`config.mk`:
```
export PLATFORM = sky130hd
export DESIGN_NAME = lc3_pipeline_control
export DESIGN_NICKNAME = d
export VERILOG_FILES = /design/src/rtl/lc3_pipeline_control.sv
export SDC_FILE = /design/constraint.sdc
export NUM_CORES = 1
export LEC_CHECK = 0
export CAP_MARGIN = 20
export CORE_ASPECT_RATIO = 0.9
export CORE_MARGIN = 1
export CORE_UTILIZATION = 29
export CTS_CLUSTER_DIAMETER = 100
export DETAILED_ROUTE_END_ITERATION = 16
export HOLD_SLACK_MARGIN = 0.1
export PLACE_DENSITY_LB_ADDON = 0.2
export SYNTH_ARGS = -nofsm -noshare
export SYNTH_HDL_FRONTEND = slang
export SYNTH_SLANG_ARGS = --single-unit
```
`constraint.sdc`:
```
create_clock -name clk -period 2.3 [get_ports clk]
set_input_delay 0.69 -clock clk [delete_from_list [all_inputs] [get_ports clk]]
set_output_delay 0.69 -clock clk [all_outputs]
set_load 0.005 [all_outputs]
```
`src/rtl/lc3_pipeline_control.sv`:
```
// LC3 pipeline controller: per-stage enables, branch resolution stall,
// data-memory access FSM and ALU-to-ALU operand bypass detection.
module lc3_pipeline_control #(
   parameter int CF_BUBBLES = 3
) (
   input  logic        clk,
   input  logic        rst,
   input  logic        complete_instr,
   input  logic        complete_data,
   input  logic [15:0] Imem_dout,
   input  logic [15:0] IR,
   input  logic [15:0] IR_Exec,
   input  logic [2:0]  NZP,
   output logic        enable_updatePC,
   output logic        enable_fetch,
   output logic        enable_decode,
   output logic        enable_execute,
   output logic        enable_writeback,
   output logic        br_taken,
   output logic        bypass_alu_1,
   output logic        bypass_alu_2,
   output logic [1:0]  mem_state
);

   localparam int CW = $clog2(CF_BUBBLES + 1);
   localparam logic [CW-1:0] CF_LOAD = CW'(CF_BUBBLES);
   localparam logic [CW-1:0] CF_ONE  = CW'(1);

   localparam logic [3:0] OP_BR  = 4'b0000, OP_ADD = 4'b0001, OP_LD  = 4'b0010,
                          OP_ST  = 4'b0011, OP_AND = 4'b0101, OP_LDR = 4'b0110,
                          OP_STR = 4'b0111, OP_NOT = 4'b1001, OP_LDI = 4'b1010,
                          OP_STI = 4'b1011, OP_JMP = 4'b1100, OP_LEA = 4'b1110;

   typedef enum logic [1:0] {
      MEM_READ  = 2'b00,
      MEM_IND   = 2'b01,
      MEM_WRITE = 2'b10,
      MEM_IDLE  = 2'b11
   } mem_state_t;

   mem_state_t    r_mem_state, w_mem_next;
   logic          r_is_store,  w_is_store_next;
   logic [1:0]    r_fill,      w_fill_next;
   logic [CW-1:0] r_cf_cnt,    w_cf_next;

   logic [3:0] w_op_if, w_op_id, w_op_ex;
   logic       w_ex_producer, w_id_alu, w_id_reg2, w_br_cond;
   logic       w_unused;

   assign w_op_if = Imem_dout[15:12];
   assign w_op_id = IR[15:12];
   assign w_op_ex = IR_Exec[15:12];

   assign w_ex_producer = w_op_ex inside {OP_ADD, OP_AND, OP_NOT, OP_LEA};
   assign w_id_alu      = w_op_id inside {OP_ADD, OP_AND, OP_NOT};
   assign w_id_reg2     = (w_op_id inside {OP_ADD, OP_AND}) && !IR[5];
   assign w_br_cond     = (w_op_ex == OP_JMP) ||
                          ((w_op_ex == OP_BR) && |(IR_Exec[11:9] & NZP));

   assign w_unused  = ^{Imem_dout[11:0], IR[11:9], IR[4:3], IR_Exec[8:0]};
   assign mem_state = r_mem_state;

   always_ff @(posedge clk or negedge rst) begin
      if (!rst) begin
         r_mem_state <= MEM_IDLE;
         r_is_store  <= 1'b0;
         r_fill      <= '0;
         r_cf_cnt    <= '0;
      end else begin
         r_mem_state <= w_mem_next;
         r_is_store  <= w_is_store_next;
         r_fill      <= w_fill_next;
         r_cf_cnt    <= w_cf_next;
      end
   end

   always_comb begin
      enable_updatePC  = 1'b0;
      enable_fetch     = 1'b0;
      enable_decode    = 1'b0;
      enable_execute   = 1'b0;
      enable_writeback = 1'b0;
      br_taken         = 1'b0;
      bypass_alu_1     = 1'b0;
      bypass_alu_2     = 1'b0;
      w_mem_next       = r_mem_state;
      w_is_store_next  = r_is_store;
      w_cf_next        = r_cf_cnt;
      w_fill_next      = (r_fill == 2'd3) ? r_fill : r_fill + 2'd1;

      // Memory access freezes everything, including the branch bubble count.
      if (r_mem_state != MEM_IDLE) begin
         if (complete_data) begin
            case (r_mem_state)
               MEM_IND:   w_mem_next = r_is_store ? MEM_WRITE : MEM_READ;
               MEM_READ: begin
                  w_mem_next       = MEM_IDLE;
                  enable_writeback = 1'b1;
               end
               default:   w_mem_next = MEM_IDLE;
            endcase
         end
      end else if (r_cf_cnt != '0) begin
         enable_execute   = (r_cf_cnt == CF_LOAD);
         enable_updatePC  = (r_cf_cnt == CF_ONE);
         br_taken         = (r_cf_cnt == CF_ONE) && w_br_cond;
         enable_writeback = &r_fill;
         w_cf_next        = r_cf_cnt - CF_ONE;
      end else begin
         enable_fetch     = 1'b1;
         enable_updatePC  = complete_instr;
         enable_decode    = complete_instr && (|r_fill);
         enable_execute   = r_fill[1];
         enable_writeback = &r_fill;
         bypass_alu_1     = w_ex_producer && w_id_alu  && (IR_Exec[11:9] == IR[8:6]);
         bypass_alu_2     = w_ex_producer && w_id_reg2 && (IR_Exec[11:9] == IR[2:0]);
      end

      if (enable_decode && (w_op_if inside {OP_BR, OP_JMP}))
         w_cf_next = CF_LOAD;

      if (enable_execute) begin
         case (w_op_id)
            OP_LD, OP_LDR: w_mem_next = MEM_READ;
            OP_ST, OP_STR: w_mem_next = MEM_WRITE;
            OP_LDI: begin
               w_mem_next      = MEM_IND;
               w_is_store_next = 1'b0;
            end
            OP_STI: begin
               w_mem_next      = MEM_IND;
               w_is_store_next = 1'b1;
            end
            default: ;
         endcase
      end

      if (!rst) begin
         enable_updatePC  = 1'b0;
         enable_fetch     = 1'b0;
         enable_decode    = 1'b0;
         enable_execute   = 1'b0;
         enable_writeback = 1'b0;
         br_taken         = 1'b0;
         bypass_alu_1     = 1'b0;
         bypass_alu_2     = 1'b0;
      end
   end

endmodule

```
== Yosys cells after proc, flatten, opt, wreduce, memory -nomap -nowiden ==
Index checks and enable logic that the tools add are counted.
Word-level totals
  register bits: 7
  bits in latches: 0
  RAM bits: 0
  memory bits (read-only): 0
  memories: 0
Operators by class
  $add $sub $neg: 2
  $mul: 0
  div/mod/pow operators: 0
  order comparisons: 0
  equality and inequality tests: 23
  shift-type cells: 0
  muxes and demuxes: 35
  bitwise logic cells: 1
  reduce and logical (&&, ||, !) cells: 29
Operators by type and width (number)
  $eq A4 B4 Y1 const B: 7
  $mux W1: 25
  $eq A4 B3 Y1 const B: 4
  $mux W2: 8
  $reduce_bool A2 Y1: 5
  $logic_and A1 B1 Y1: 9
  $eq A4 B1 Y1 const B: 2
  $eq A4 B2 Y1 const B: 2
  $logic_not A4 Y1: 2
  $reduce_or A2 Y1: 4
  $eq A3 B3 Y1: 2
  $pmux W2 S3: 1
  $reduce_and A2 Y1: 3
  $eq A2 B1 Y1 const B: 2
  $eq A2 B2 Y1 const B: 2
  $reduce_bool A4 Y1: 1
  $and A3 B3 Y3: 1
  $reduce_bool A3 Y1: 1
  $reduce_or A3 Y1: 1
  $add A2 B1 Y2 const B: 1
  $logic_not A2 Y1: 1
  $ne A2 B1 Y1 const B: 1
  $ne A2 B2 Y1 const B: 1
  $pmux W1 S2: 1
  other kinds (3): 3

== Longest topological paths before layout ==
  depth in word-level cells: 8
  mapped depth: 5
  depth with buffers taken out: 5

== Worst setup path after synthesis ==
No wires, ideal clock.
  path kind: register to output
  start: register r_cf_cnt[0]
  end: output br_taken
  arrival time: 1376 ps
  required time: 1610 ps
  slack: 234 ps
  stages on the path, launching flop included: 6
  buffers on the path: 0
  path through: dfrtp_1 -> inv_1 -> ha_1 -> nand2b_2 -> or4_1 -> a21oi_1
Between the ends
  cells in the longest elaborated chain, start to end: 5
  elaborated cells on any way between the ends: 6
  classes of those cells: eq/ne (1); mux (3); reduce/logical (2)
Ends and longest elaborated chain
  from (decl): RTL line 44  | logic [CW-1:0] r_cf_cnt, w_cf_next;
  from (signal assigned): RTL line 73  | r_cf_cnt <= w_cf_next;
  $eq A2 B1 Y1: RTL line 106  | br_taken = (r_cf_cnt == CF_ONE) && w_br_cond;
  $logic_and A1 B1 Y1: RTL line 106
  $mux W1 (*): RTL line 103  | end else if (r_cf_cnt != '0) begin
  $mux W1 (*): RTL line 92  | if (r_mem_state != MEM_IDLE) begin
  $mux W1 (*): RTL line 138  | if (!rst) begin
  to (decl): RTL line 19  | output logic br_taken,
Mark *: on every way between the ends. The rest lies on a longest branch, timed or not.

== Final worst setup path ==
  start: register r_cf_cnt[1]
  end: output br_taken
The elaborated chain is that of the path after synthesis.

==> flow_summary.ini <==
[setup_path]
end_kind = primary output
ff2ff_path_depth = 8
crit_type = flip-flop to primary output
worstPathRequired_ns = 1.61
cp.arrival_ns = 1.71
startpoint_type = flip-flop
critPathMaxFanout = 2
critPathLaunch = r_cf_cnt[1]
rr_startpoint = r_cf_cnt[0]

[placed_design]
dp_hpwl_um = 1670
dp_worst_setup_slack_ns = -0.848
io_buffers = 38
gp_congestion = 0.745
dp_cells = 154

[detailed_routing]
routed_wl_um = 2150
via_count = 769
wl_per_cell_um = 13.3
postRouteAntennaNets = 0
vias_per_cell = 4.78
drt_first_pass_iters = 4
drcViolationCount = 0
drtIter0Drc = 14

[cells_and_area]
diodes = 0
drive_above_1_share_pct = 44.1
area_growth_syn_to_layout_pct = 101
fin_util_pct = 65.1
nFillCells = 179
final_cells = 161
fin_nets = 197

[global_route]
grt_max_degree = 10
grt_pass1_wl_um = 3220
grt_pass1_vias = 735
globalRouteOverflowTotal = 0
antenna_found_initial = 0
track_usage_pct = 18.4

[logic_synthesis]
synthTopCellsByArea = dfrtp_1 (19%), xnor2_1 (11%), ha_1 (9.5%)
ys_types = 31
netlist.area_leader.share_pct = 19.1
yosysTopAreaCell = dfrtp_1
synthCells = 74
syn_avg_cell_area_um2 = 8.86
yosysWarningCount = 0
netlist_area_um2 = 656
postSynthRegisterBits = 7
synth_seq_area_share_pct = 27.1
syn-num-nets = 134

[min_path]
min_path_type = input port to async pin

[timing]
fin_crit_ns = 2.40
finalClockSkew_ns = 0.0154
max_freq_ghz = 0.416
finalHoldViolCount = 0
slew_headroom_pct = 81.5
fin_ws_ns = -0.103
fin_crit_sh_pct = 104
worstMarginPinSlew_ns = 0.278
setup_viol = 3
rsz0062_at_grt = true
tns_ns = -0.156
slew_violations = 0

[clock_network]
hold_buffers = 0
cts.sinks = 7
worstSkewPairLatency_ns = 0.26
tritoncts = built
cts_max_level = 1
clkSlewWorstSetupHoldPaths_ns = 0.06
clock-root-buffer = clkbuf_4
cts_buffers = 3
clockBufferDepth = 2

[floorplan]
die_w_um = 52.1
ioPinCount = 65
rows = 15
start_util_pct = 32.3
die_h_um = 47.1
design.core.area_mm2 = 0.00203
die-area_mm2 = 0.00246

[flow_run]
drv_cap = 0

[status]
violations = negative setup slack
status = finished, violations left

[power_and_ir_drop]
static-leakage-power_nw = 0.621
power_mw = 1.11
p_per_area_mw_per_mm2 = 840
ir_worst_vdd_uv = 617
[metrics by stage]
stage,hold slack (ns),instance area [um2]
detailed placement,0.471,1190
global placement,0.468,1190
CTS,0.359,1280
floorplan,0.394,656
finish,0.358,1320
global route,0.378,1320
[cells by family (layout without fill, tap and decap cells)]
logic type / Yosys count / count (layout) / share of synthesized area (%)
adders and majority gates: 5 / 5 / 9.54
xor gates and xnor gates: 9 / 9 / 12.0
muxes: 3 / 3 / 4.96
DFF: 7 / 7 / 27.1
AOI/OAI and AO/OA: 9 / 9 / 8.78
buffers and inverters: 7 / 69 / 5.15
and+or+nand+nor: 34 / 34 / 32.4
[placed cells by master, fill, tap and decap left out, types with 2 or more instances in the layout]
master           count
dfrtp_1              5
clkdlybuf4s50_1      8
buf_2                5
nor3_1               3
inv_1                3
clkdlybuf4s15_2      2
ha_4                 2
clkdlybuf4s15_1      3
dfstp_2              2
nor3_2               2
clkbuf_4             3
nand4_1              2
buf_4               18
clkbuf_2             4
nand2_1              7
a21oi_1              3
xnor2_2              6
ha_1                 3
buf_6                4
nor2_1               5
dlygate4sd2_1       15
xnor2_1              2
a21oi_2              2
inv_2                2
[worst max-delay path, cell delays in order, from the launching register on]
cell and delay, ns:
dfrtp_1 0.38, inv_2 0.09, buf_6 0.10, ha_4 0.13
nand2b_4 0.06, or4_4 0.48, a21oi_2 0.11, buf_2 0.12
[metal layers]
| layer | global-route usage, % | vias up | share of wire [%] |
|---|---|---|---|
| met5 | 0 | - | 0 |
| met4 | 4.86 | 0 | 0.51 |
| met3 | 3.56 | 3 | 3.6 |
| met2 | 31.8 | 17 | 54 |
| met1 | 23.8 | 359 | 42 |
| li1 | - | 390 | - |
[repair_timing]
item	4_1_cts	5_1_grt
buffers inserted	0	3
pin swaps	11	4
endpoints found under the setup margin	8	7
resized for setup	71	15
[flip-flops by register name (all words and copies together) (netlist names)]
register    cells
mem_state       2
r_is_store      1
r_fill          2
r_cf_cnt        2
[where the power goes]
part	internal (mW)	total, mW	switching (mW)
registers	0.182	0.214	0.0314
clock network	0.0666	0.118	0.0510
logic	0.446	0.776	0.330
[cell type report]
class	instances	area, um2	share of cell area (%)
Tap cell	25	31.3	2.37
Timing Repair Buffer	60	502	38.0
Clock buffer	4	26.3	1.99
Multi-Input combinational cell	60	563	42.7
Inverter	5	18.8	1.42
Sequential cell	7	178	13.5
[path summary, 6_finish.rpt]
path / to / slack [ns]
min in group clk: r_is_store / 0.49
max in group asynchronous: mem_state[0] / 1.74
min: r_fill[0] / 0.36
max: br_taken / -0.10
min reg2reg: r_is_store / 0.49
max reg2reg: r_is_store / 0.40
[synthesized netlist by cell type]
cell type	instances
a222oi_1	1
nand4_1	2
mux2i_1	1
or3_1	2
nand3_1	1
nand2b_2	1
nand2_1	7
nand3b_1	1
o2bb2ai_1	1
nor2b_1	1
nand2b_1	1
nor2_1	5
o211ai_1	1
nor3_1	5
nand3_4	1
a31oi_1	1
buf_4	2
mux2_2	1
nor4b_2	1
inv_1	5
and4b_1	1
ha_1	5
or4_1	2
xnor2_1	8
nand4bb_1	1
xor2_1	1
dfstp_2	2
a21oi_1	5
dfrtp_1	5
nor3b_1	2
mux2_1	1
Power figures use the tool's default switching activity.
